<file path="config.mk">
export PLATFORM = sky130hd
export DESIGN_NAME = stopwatch_input_cond
export DESIGN_NICKNAME = d
export VERILOG_FILES = /design/src/rtl/stopwatch_pkg.sv /design/src/rtl/btn_debounce.sv /design/src/rtl/stopwatch_input_cond.sv
export SDC_FILE = /design/constraint.sdc
export NUM_CORES = 1
export LEC_CHECK = 0
export BUFFER_PORTS_ARGS = -buffer_cell sky130_fd_sc_hd__buf_2
export CAP_MARGIN = 0
export CORE_MARGIN = 3
export CORE_UTILIZATION = 30
export DETAILED_ROUTE_END_ITERATION = 7
export GPL_TIMING_DRIVEN = 0
export PLACE_DENSITY = 0.52
export REMOVE_ABC_BUFFERS = 1
export SYNTH_ARGS = -nofsm -noshare
export SYNTH_HDL_FRONTEND = slang
export SYNTH_SLANG_ARGS = --single-unit
</file>
<file path="constraint.sdc">
create_clock -name clk -period 2.5 [get_ports clk]
set_input_delay 0.375 -clock clk [delete_from_list [all_inputs] [get_ports clk]]
set_output_delay 0.375 -clock clk [all_outputs]
set_load 0.01 [all_outputs]
</file>
<file path="src/rtl/stopwatch_pkg.sv">
// Shared definitions for the stopwatch input conditioning: button FSM encoding and
// default debounce timing.
package stopwatch_pkg;

  typedef enum logic [1:0] {
    StRel   = 2'd0,
    StPwait = 2'd1,
    StPress = 2'd2,
    StRwait = 2'd3
  } btn_state_e;

  // 10 ms at 100 MHz.
  localparam int unsigned DbCyclesDefault = 1_000_000;
  localparam int unsigned CntWDefault     = 20;

endpackage

</file>
<file path="src/rtl/btn_debounce.sv">
// One button: 2-flop synchroniser, press/release debounce FSM and a registered
// single-cycle pulse on each accepted press.
module btn_debounce
  import stopwatch_pkg::*;
#(
  parameter int unsigned DB_CYCLES = DbCyclesDefault,
  parameter int unsigned CNT_W     = CntWDefault
) (
  input  logic clk_i,
  input  logic rst_ni,
  input  logic btn_i,
  output logic pulse_o,
  output logic held_o
);

  localparam logic [CNT_W-1:0] DbCnt = CNT_W'(DB_CYCLES);

  logic [1:0]       sync_q;
  logic             synced;
  btn_state_e       state_q, state_d;
  logic [CNT_W-1:0] cnt_q, cnt_d, cnt_inc;
  logic             pulse_q, pulse_d;

  assign synced = sync_q[1];

  // The counter defaults to zero so every state change restarts it.
  always_comb begin
    state_d = state_q;
    cnt_d   = '0;
    pulse_d = 1'b0;
    cnt_inc = cnt_q + CNT_W'(1);
    case (state_q)
      StRel: begin
        if (synced) state_d = StPwait;
      end
      StPwait: begin
        if (!synced) begin
          state_d = StRel;
        end else if (cnt_inc == DbCnt) begin
          state_d = StPress;
          pulse_d = 1'b1;
        end else begin
          cnt_d = cnt_inc;
        end
      end
      StPress: begin
        if (!synced) state_d = StRwait;
      end
      StRwait: begin
        if (synced) begin
          state_d = StPress;
        end else if (cnt_inc == DbCnt) begin
          state_d = StRel;
        end else begin
          cnt_d = cnt_inc;
        end
      end
      default: state_d = StRel;
    endcase
  end

  always_ff @(posedge clk_i or negedge rst_ni) begin
    if (!rst_ni) begin
      sync_q  <= '0;
      state_q <= StRel;
      cnt_q   <= '0;
      pulse_q <= 1'b0;
    end else begin
      sync_q  <= {sync_q[0], btn_i};
      state_q <= state_d;
      cnt_q   <= cnt_d;
      pulse_q <= pulse_d;
    end
  end

  assign pulse_o = pulse_q;
  assign held_o  = (state_q == StPress) || (state_q == StRwait);

endmodule

</file>
<file path="src/rtl/stopwatch_input_cond.sv">
// Conditions the raw P/R buttons and sel/load switches for the stopwatch core:
// debounced button pulses with clear-wins arbitration and a debounced switch group.
module stopwatch_input_cond
  import stopwatch_pkg::*;
#(
  parameter int unsigned DB_CYCLES = DbCyclesDefault,
  parameter int unsigned CNT_W     = CntWDefault
) (
  input  logic       clk,
  input  logic       reset,
  input  logic       btn_p,
  input  logic       btn_r,
  input  logic [1:0] sw_sel,
  input  logic [7:0] sw_load,
  output logic       p_pulse,
  output logic       r_pulse,
  output logic       r_held,
  output logic [1:0] sel_q,
  output logic [7:0] load_q,
  output logic       cfg_chg
);

  localparam logic [CNT_W-1:0] DbCnt = CNT_W'(DB_CYCLES);

  logic p_acc_pulse, r_acc_pulse, p_held_unused;

  btn_debounce #(
    .DB_CYCLES(DB_CYCLES),
    .CNT_W    (CNT_W)
  ) u_btn_p (
    .clk_i  (clk),
    .rst_ni (reset),
    .btn_i  (btn_p),
    .pulse_o(p_acc_pulse),
    .held_o (p_held_unused)
  );

  btn_debounce #(
    .DB_CYCLES(DB_CYCLES),
    .CNT_W    (CNT_W)
  ) u_btn_r (
    .clk_i  (clk),
    .rst_ni (reset),
    .btn_i  (btn_r),
    .pulse_o(r_acc_pulse),
    .held_o (r_held)
  );

  // Clear wins: a P press accepted on the same cycle as R is dropped for good.
  assign p_pulse = p_acc_pulse & ~r_acc_pulse;
  assign r_pulse = r_acc_pulse;

  logic [9:0]       sw_s1_q, sw_s2_q, sw_last_q, cfg_q, cfg_d;
  logic [CNT_W-1:0] sw_cnt_q, sw_cnt_d, sw_cnt_inc;
  logic             chg_q, chg_d;

  // Counter saturates at DbCnt so a long-stable group is only evaluated once.
  always_comb begin
    sw_cnt_d   = sw_cnt_q;
    cfg_d      = cfg_q;
    chg_d      = 1'b0;
    sw_cnt_inc = sw_cnt_q + CNT_W'(1);
    if (sw_s2_q != sw_last_q) begin
      sw_cnt_d = '0;
    end else if (sw_cnt_q != DbCnt) begin
      sw_cnt_d = sw_cnt_inc;
      if ((sw_cnt_inc == DbCnt) && (sw_s2_q != cfg_q)) begin
        cfg_d = sw_s2_q;
        chg_d = 1'b1;
      end
    end
  end

  always_ff @(posedge clk or negedge reset) begin
    if (!reset) begin
      sw_s1_q   <= '0;
      sw_s2_q   <= '0;
      sw_last_q <= '0;
      sw_cnt_q  <= '0;
      cfg_q     <= '0;
      chg_q     <= 1'b0;
    end else begin
      sw_s1_q   <= {sw_sel, sw_load};
      sw_s2_q   <= sw_s1_q;
      sw_last_q <= sw_s2_q;
      sw_cnt_q  <= sw_cnt_d;
      cfg_q     <= cfg_d;
      chg_q     <= chg_d;
    end
  end

  assign sel_q   = cfg_q[9:8];
  assign load_q  = cfg_q[7:0];
  assign cfg_chg = chg_q;

endmodule

</file>
# == Word-level counts from Yosys, hierarchy flattened ==
# Cells that the tools add are included.
# word_totals
word_cells,81
register_bits,111
# classes
n_reduce_logical,8
bitwise,3
eq_ne,20
add_sub_neg,3
n_mux,33
# op_table
cell,count
2-to-1 mux 20 bit,8
case mux 20 bit (2 select lines),2
"adder 20 x 1 -> 20 bit, second input constant",3
"equality test 20 bit, second input constant",3
2-to-1 mux 2 bit,12
inequality test 10 bit,2
"inequality test 20 bit, second input constant",1
case mux 2 bit (4 select lines),2
2-to-1 mux 1 bit,9
"equality test 2 bit, second input constant",4
AND reduction 4 bit,2
"inequality test 3 x 1 -> 1 bit, second input constant",2
"inequality test 3 bit, second input constant",2
"equality test 2 x 1 -> 1 bit, second input constant",2
logical NOT 2 bit,2
"inequality test 2 x 1 -> 1 bit, second input constant",2
"inequality test 2 bit, second input constant",2
AND reduction 3 bit,1
NOT 1 bit,2
nonzero test 2 bit,1
AND 1 bit,1
logical AND 1 bit,1
logical OR 1 bit,1

# == Depth between registers and ports, before layout ==
# Gate-level depths: netlist (run 1).
# depth
depth_word,6
mapped_depth,10
ltp_nobuf,8

# == Hierarchy ==
# From an unflattened synthesis (run 1), not the netlist that was laid out.
# unflattened
hier_cells,518
hier_area_um2,5601.6
# by_module_without_submodules
module,cells_per_inst,area_each_um2,n_inst
stopwatch_input_cond,250,2851.5,1
btn_debounce,134,1375.1,2

# == Worst setup path after synthesis (run 1) ==
# Ideal clock, no wire load.
# synth_path
kind,register -> register
from,register u_btn_p.cnt_q[0]
to,register (tool-made name)
n_path_buf,0
t_arrival_ps,2052
stages_incl_launch_ff,9
path_slack_ps,320
period_less_slack_ps,2180
t_required_ps,2372
cell_sequence,dfrtp_1 ha_1 nand4_2 nor4_2 nand2_1 xor2_1 a211oi_2 nand4_1 mux2_1
# synth_rtl
item,line_no,rtl
from (decl),btn_debounce.sv:21,"logic [CNT_W-1:0] cnt_q, cnt_d, cnt_inc;"
from (signal assigned),btn_debounce.sv:71,cnt_q <= cnt_d;

==> out/summary.txt, run 1 <==
largest cells by area after synthesis -> dfrtp_1, xnor2_1, xor2_1
max cap viols -> 0
top-area cell type share of the netlist area -> 52.9%
Initial Utilization -> 31.1%
Avg Cell Area, Syn -> 10.9 um^2
Synth Warn # -> 0
Finished Cell Area -> 6080 um^2
grt ovf -> 0
DRC viols -> 0
clock skew -> 0.00940 ns
Synth Flop Type -> dfrtp_1
clk root buf -> clkbuf_16
Die Y -> 138 um
Clock Sinks -> 111
Tightest Hold Check Type -> input pin to async pin
Clock Latency Late Sink -> 0.35 ns
Design Power -> 3.30 mW
final worst path period share -> 93.5%
P&R area growth vs syn -> 15.9%
die width -> 138 um
reg2reg start -> u_btn_p.cnt_q[1]
CTS H-Tree Depth -> 3
Fin Hold WS -> 0.0736 ns
setup_tns -> 0 ns
fraction of registers with async set or reset after synthesis -> 100%
share of layout cells above drive strength 1 -> 20.1%
# fillers -> 1674
status -> completed
commonest cells after routing, fill and taps aside -> dfrtp_1, nor2_1, xnor2_1, xor2_1, nand2_1
Worst slew margin -> 53.9%
GP Congestion -> 0.803
Clock transition at path regs -> 0.07 ns
vias in the first global route -> 3536
placed instance count -> 719
gr usage total -> 11.2%
DR iter-0 viols -> 231
drt via density -> 4.75
crit start category -> flip-flop
Cell Area, Placed -> 5610 um^2
Power Density -> 544 nW/um^2
RSZ-0062 raised after global routing -> yes
Post-synth EDFFs -> 0
Layout Cells excl Fill -> 743
Routed Wire Length -> 10500 um
via count -> 3529
pre-CTS setup slack -> -0.505 ns
diode count -> 0
register area share after synthesis -> 52.9%
routed length per instance -> 14.1 um
commonest non-fill, non-tap cell in the layout -> dfrtp_1
final hold viol count -> 0
minimum clock period -> 2.34 ns
Synth Instances -> 483
crit end category -> flip-flop
Num CTS Buffers -> 9
Crit Path Class -> flip-flop to flip-flop
synthesized flop and latch total -> 111
Synth cell types -> 57
fin nets -> 536
core area -> 16900 um^2
R2R depth -> 8
Netlist Area Pre-Place -> 5250 um^2
DP HPWL -> 6950 um
launch point of the worst path -> u_btn_p.cnt_q[1]
max-slew violations -> 0
first-pass GRT wire length -> 17800 um
R2R Setup Slk -> 0.16 ns
fmax -> 0.428 GHz
setup violators final -> 0
initial antenna violation count -> 0
WP data required -> 2.74 ns
port buffer count -> 27
measured slew at the worst slew-check pin -> 0.691 ns
die area -> 19100 um^2
final core utilization -> 36.0%
CTS max path bufs -> 2
area leader, netlist -> dfrtp_1
Worst Path Max Fanout -> 6
static leakage -> 2.45 nW
IO Pins -> 28
number of cell rows -> 47
Arr. time, crit path -> 2.58 ns
Worst VDD drop -> 0.475 mV
post-route worst setup slack -> 0.162 ns
Pre-antenna DRT Iters -> 4
clock tree from TritonCTS -> done
post-route ant nets -> 0
pin count of the biggest net entering global routing -> 60
## critical path, stage by stage, from the launching register on
cell and delay (ns):
dfrtp_1 0.41, ha_4 0.21, nand4_4 0.16, nor4_4 0.40, nand2_1 0.11, xor2_1 0.17
a211oi_2 0.23, nand4_1 0.18, mux2_1 0.35
## Yosys cell counts (2+ instances only)
cell      count
nand2_1      37
nand3_2       3
nand3_1      20
o21ai_0       5
nand4_1      17
nor3_2        3
nor3b_1       3
buf_6         2
nor3_1       17
nor4_2        4
ha_1          4
inv_1        10
buf_2         3
xor2_1       38
nor2_1       61
dfrtp_1     111
nor2_4        5
or3_1         4
and3b_1       2
nor4_1        8
clkbuf_1      5
and4_1        4
a21oi_1       5
nor2b_1       6
mux2_1        2
mux2_2       10
xnor2_1      39
nand4_2       2
nor2_2        6
and3_1       12
and2_1        6
a31oi_1       4
## registers in the layout (all words and copies together), names as in the netlist, 2 cells and up, named ones only
register,flops
sw_s2_q,10
u_btn_p.cnt_q,20
sw_last_q,10
u_btn_r.cnt_q,20
sw_s1_q,10
u_btn_r.sync_q,2
sw_cnt_q,20
cfg_q,10
u_btn_p.sync_q,2
## how the worst min path moves through the flow
stage | startpoint | endpoint | slack, ns
finish | reset | cfg_q[3] | 0.07
global route | btn_r | u_btn_r.sync_q[0] | 0.1
CTS | reset | sw_cnt_q[16] | 0.09
global placement | u_btn_p.sync_q[0] | u_btn_p.sync_q[1] | 0.34
floorplan | reset | async pin | 0.08
detailed placement | sw_s1_q[9] | sw_s2_q[9] | 0.33
## power breakdown
part / internal (mW) / switching, mW
logic: 0.0395 / 0.0653
registers: 1.83 / 0.0255
clock network: 0.684 / 0.663
## layout make-up
| class | instances | area [um^2] | share of cell area, % |
|---|---|---|---|
| Clock buffer | 10 | 229 | 3.77 |
| Clock inverter | 6 | 46.3 | 0.762 |
| Inverter | 10 | 37.5 | 0.618 |
| Multi-Input combinational cell | 351 | 2470 | 40.6 |
| Sequential cell | 111 | 2780 | 45.8 |
| Tap cell | 220 | 275 | 4.53 |
| Timing Repair Buffer | 35 | 243 | 3.99 |
## timing repair
action,CTS,global route
setup endpoints to repair,30,43
hold buffers,0,0
gates cloned,0,1
pin swaps,2,6
gates resized for setup,5,15
setup buffers,3,4
## logic make-up after synthesis
kind of cell	Yosys count	synth area share [%]
AOI/OAI and AO/OA	28	3.96
and+or+nand+nor	228	24.3
xor gates and xnor gates	77	12.9
muxes	13	2.77
buffers and inverters	22	2.22
adders and majority gates	4	0.954
DFF	111	52.9
## layer usage
metal | up-vias | global-route usage [%] | wire length (um)
met2 | 52 | 17.1 | 4820
li1 | 1736 | - | -
met5 | - | 0 | 0
met3 | 14 | 3.52 | 360
met4 | 0 | 3.22 | 140
met1 | 1727 | 15.4 | 5170
(Power assumes the default switching activity.)
==> run 2, diff against run 1 <==
Settings changed: CELL_PAD_IN_SITES_DETAIL_PLACEMENT from default to 1, CELL_PAD_IN_SITES_GLOBAL_PLACEMENT from default to 2, PLACE_DENSITY 0.52 to 0.68.
==> run 2 against run 1 <==
  * Global-route usage is 1.5 points higher
  * Combinational power is 9% higher
  * Critical path type unchanged
  * Core utilization is 0.48 points higher
  * Sequential share of layout area is 0.56 points lower
  * Fmax is 0.34% lower
  * Sequential cell count stayed put
  * Clock power is 13% higher
  * Die area stayed put
  * Sequential power hardly changed
  * Register-to-register slack hardly changed
==> out/summary.txt, run 2 (same netlist as run 1, synthesis figures left out) <==
Num CTS Buffers -> 9 (unchanged)
via count -> 3609 (+2.3%)
Die Y -> 138 um (unchanged)
P&R area growth vs syn -> 17.4%
drt via density -> 4.84 (+1.9%)
clock tree from TritonCTS -> done
core area -> 16900 um^2 (unchanged)
max cap viols -> 0 (unchanged)
switching part of the total -> 25.2% (+2.4 points)
fmax -> 0.426 GHz (-0.34%)
grt met2 use -> 20.4% (+3.3 points)
P_int -> 2.60 mW (+2.1%)
status -> completed
first-pass GRT wire length -> 19900 um (+12%)
die width -> 138 um (unchanged)
Crit Path Class -> flip-flop to flip-flop
setup violators final -> 0 (unchanged)
DRC viols -> 0 (unchanged)
M3 GR Usage -> 3.69% (+0.17 points)
Pre-antenna DRT Iters -> 4 (unchanged)
Power Density -> 565 nW/um^2 (+4.0%)
Worst Path Max Fanout -> 7 (+1)
number of cell rows -> 47 (unchanged)
Design Power -> 3.48 mW (+5.3%)
grt ovf -> 0 (unchanged)
Clk pwr share -> 43.5% (+2.7 points)
fin nets -> 539 (+0.56%)
Clock transition at path regs -> 0.09 ns (+0.02 ns)
diode count -> 0 (unchanged)
Largest regs -> sw_cnt_q x20, u_btn_p.cnt_q x20, u_btn_r.cnt_q x20
crit start category -> flip-flop
measured slew at the worst slew-check pin -> 0.585 ns (-0.106 ns)
clk root buf -> clkbuf_16
max-slew violations -> 0 (unchanged)
# fillers -> 1859 (+11%)
WP data required -> 2.75 ns (about the same)
combinational share of power -> 3.3% (about the same)
initial antenna violation count -> 0 (unchanged)
port buffer count -> 27 (unchanged)
Tightest Hold Check Type -> input pin to flip-flop
routed length per instance -> 15.4 um (+9.4%)
DR iter-0 viols -> 128 (-45%)
CTS max path bufs -> 2 (unchanged)
Switch Pwr -> 877 uW (+16%)
Arr. time, crit path -> 2.59 ns (about the same)
post-route ant nets -> 0 (unchanged)
vias in the first global route -> 3946 (+12%)
Fin Hold WS -> 0.111 ns (+0.0372 ns)
share of layout cells above drive strength 1 -> 21.1% (+1.0 points)
DP HPWL -> 7730 um (+11%)
commonest cells after routing, fill and taps aside -> dfrtp_1, nor2_1, xor2_1, xnor2_1, nand2_1
Reg power frac -> 53.2% (-2.9 points)
CTS H-Tree Depth -> 3 (unchanged)
Worst slew margin -> 60.7% (+6.7 points)
minimum clock period -> 2.35 ns (+0.00795 ns)
gr usage total -> 12.7% (+1.5 points)
GP Congestion -> 0.736 (-8.3%)
crit end category -> flip-flop
Worst VDD drop -> 0.352 mV (-26%)
Routed Wire Length -> 11500 um (+9.8%)
Clock Sinks -> 111 (unchanged)
final hold viol count -> 0 (unchanged)
die area -> 19100 um^2 (unchanged)
busiest grt layer -> met2
clock skew -> 0.00826 ns (-0.00113 ns)
M1 GR Usage -> 16.6% (+1.2 points)
IO Pins -> 28 (unchanged)
final worst path period share -> 93.8% (+0.32 points)
pin count of the biggest net entering global routing -> 71 (+18%)
Initial Utilization -> 31.1% (unchanged)
Clock Latency Late Sink -> 0.36 ns (about the same)
static leakage -> 2.51 nW (+2.1%)
commonest non-fill, non-tap cell in the layout -> dfrtp_1
[run 2: final cells by class]
class                   count  area (um^2)  share of cell area (%)
inverters                  10         37.5                   0.609
repair buffers             38          272                    4.41
clock inverters             7         91.3                    1.48
multi-input cells         351         2470                    40.2
well taps                 220          275                    4.47
flip-flops and latches    111         2780                    45.2
clock buffers               9          225                    3.66
[run 2: metal layers]
metal / share of wire (%) / vias up / wire length [um]
met1: 47 / 1824 / 5430
li1: - / 1740 / -
met3: 2.8 / 10 / 328
met5: 0 / - / 0
met4: 1.4 / 0 / 164
met2: 49 / 35 / 5600
[run 2: what timing repair did]
item	4_1_cts	5_1_grt
hold endpoints to repair	41	0
gates cloned	0	1
setup buffers	6	3
resized for setup	5	19
hold buffers	1	0
pin swaps	3	4
setup endpoints to repair	34	43
[run 2: path summary, 6_finish.rpt]
path,startpoint,endpoint,slack (ns),depth (start not counted)
setup / recovery,u_btn_p.cnt_q[3],flip-flop,0.15,7
hold / removal,sw_load[1],sw_s1_q[1],0.11,1
setup reg to reg,u_btn_p.cnt_q[3],flip-flop,0.15,7
hold reg to reg,u_btn_r.sync_q[0],u_btn_r.sync_q[1],0.35,0
max in group asynchronous,reset,u_btn_r.cnt_q[8],1.32,3
min in group asynchronous,reset,sw_s1_q[8],0.49,2
[run 2: power by group through the flow]
stage,Sequential (mW),Clock [mW],Combinational [mW]
2_1_floorplan,1.88,0,0.0376
3_3_place_gp,1.89,0,0.0951
3_5_place_dp,1.89,0,0.104
4_1_cts,1.85,1.58,0.117
5_1_grt,1.86,1.66,0.132
6_report,1.85,1.52,0.114
[run 2: through the flow]
step	area [um^2]	TNS, ns	worst slack [ns]	std cells	util (%)
after floorplan	5170	0	0.0489	471	-
after global placement	5580	-49.26	-0.528	718	33.0
after detailed placement	5610	-14.38	-0.601	719	33.2
after CTS	6030	0	0.00334	742	35.7
after global routing	6160	-0.0240	-0.0174	746	36.5
final	6160	0	0.154	746	36.5
[run 2: critical path, stage by stage, from the launching register on]
cell and delay [ns]:
dfrtp_1 0.47, and3_4 0.22, nand3_2 0.13, nor3_2 0.09, or4b_1 0.51, a211oi_2 0.26
nand4_1 0.19, mux2_1 0.35
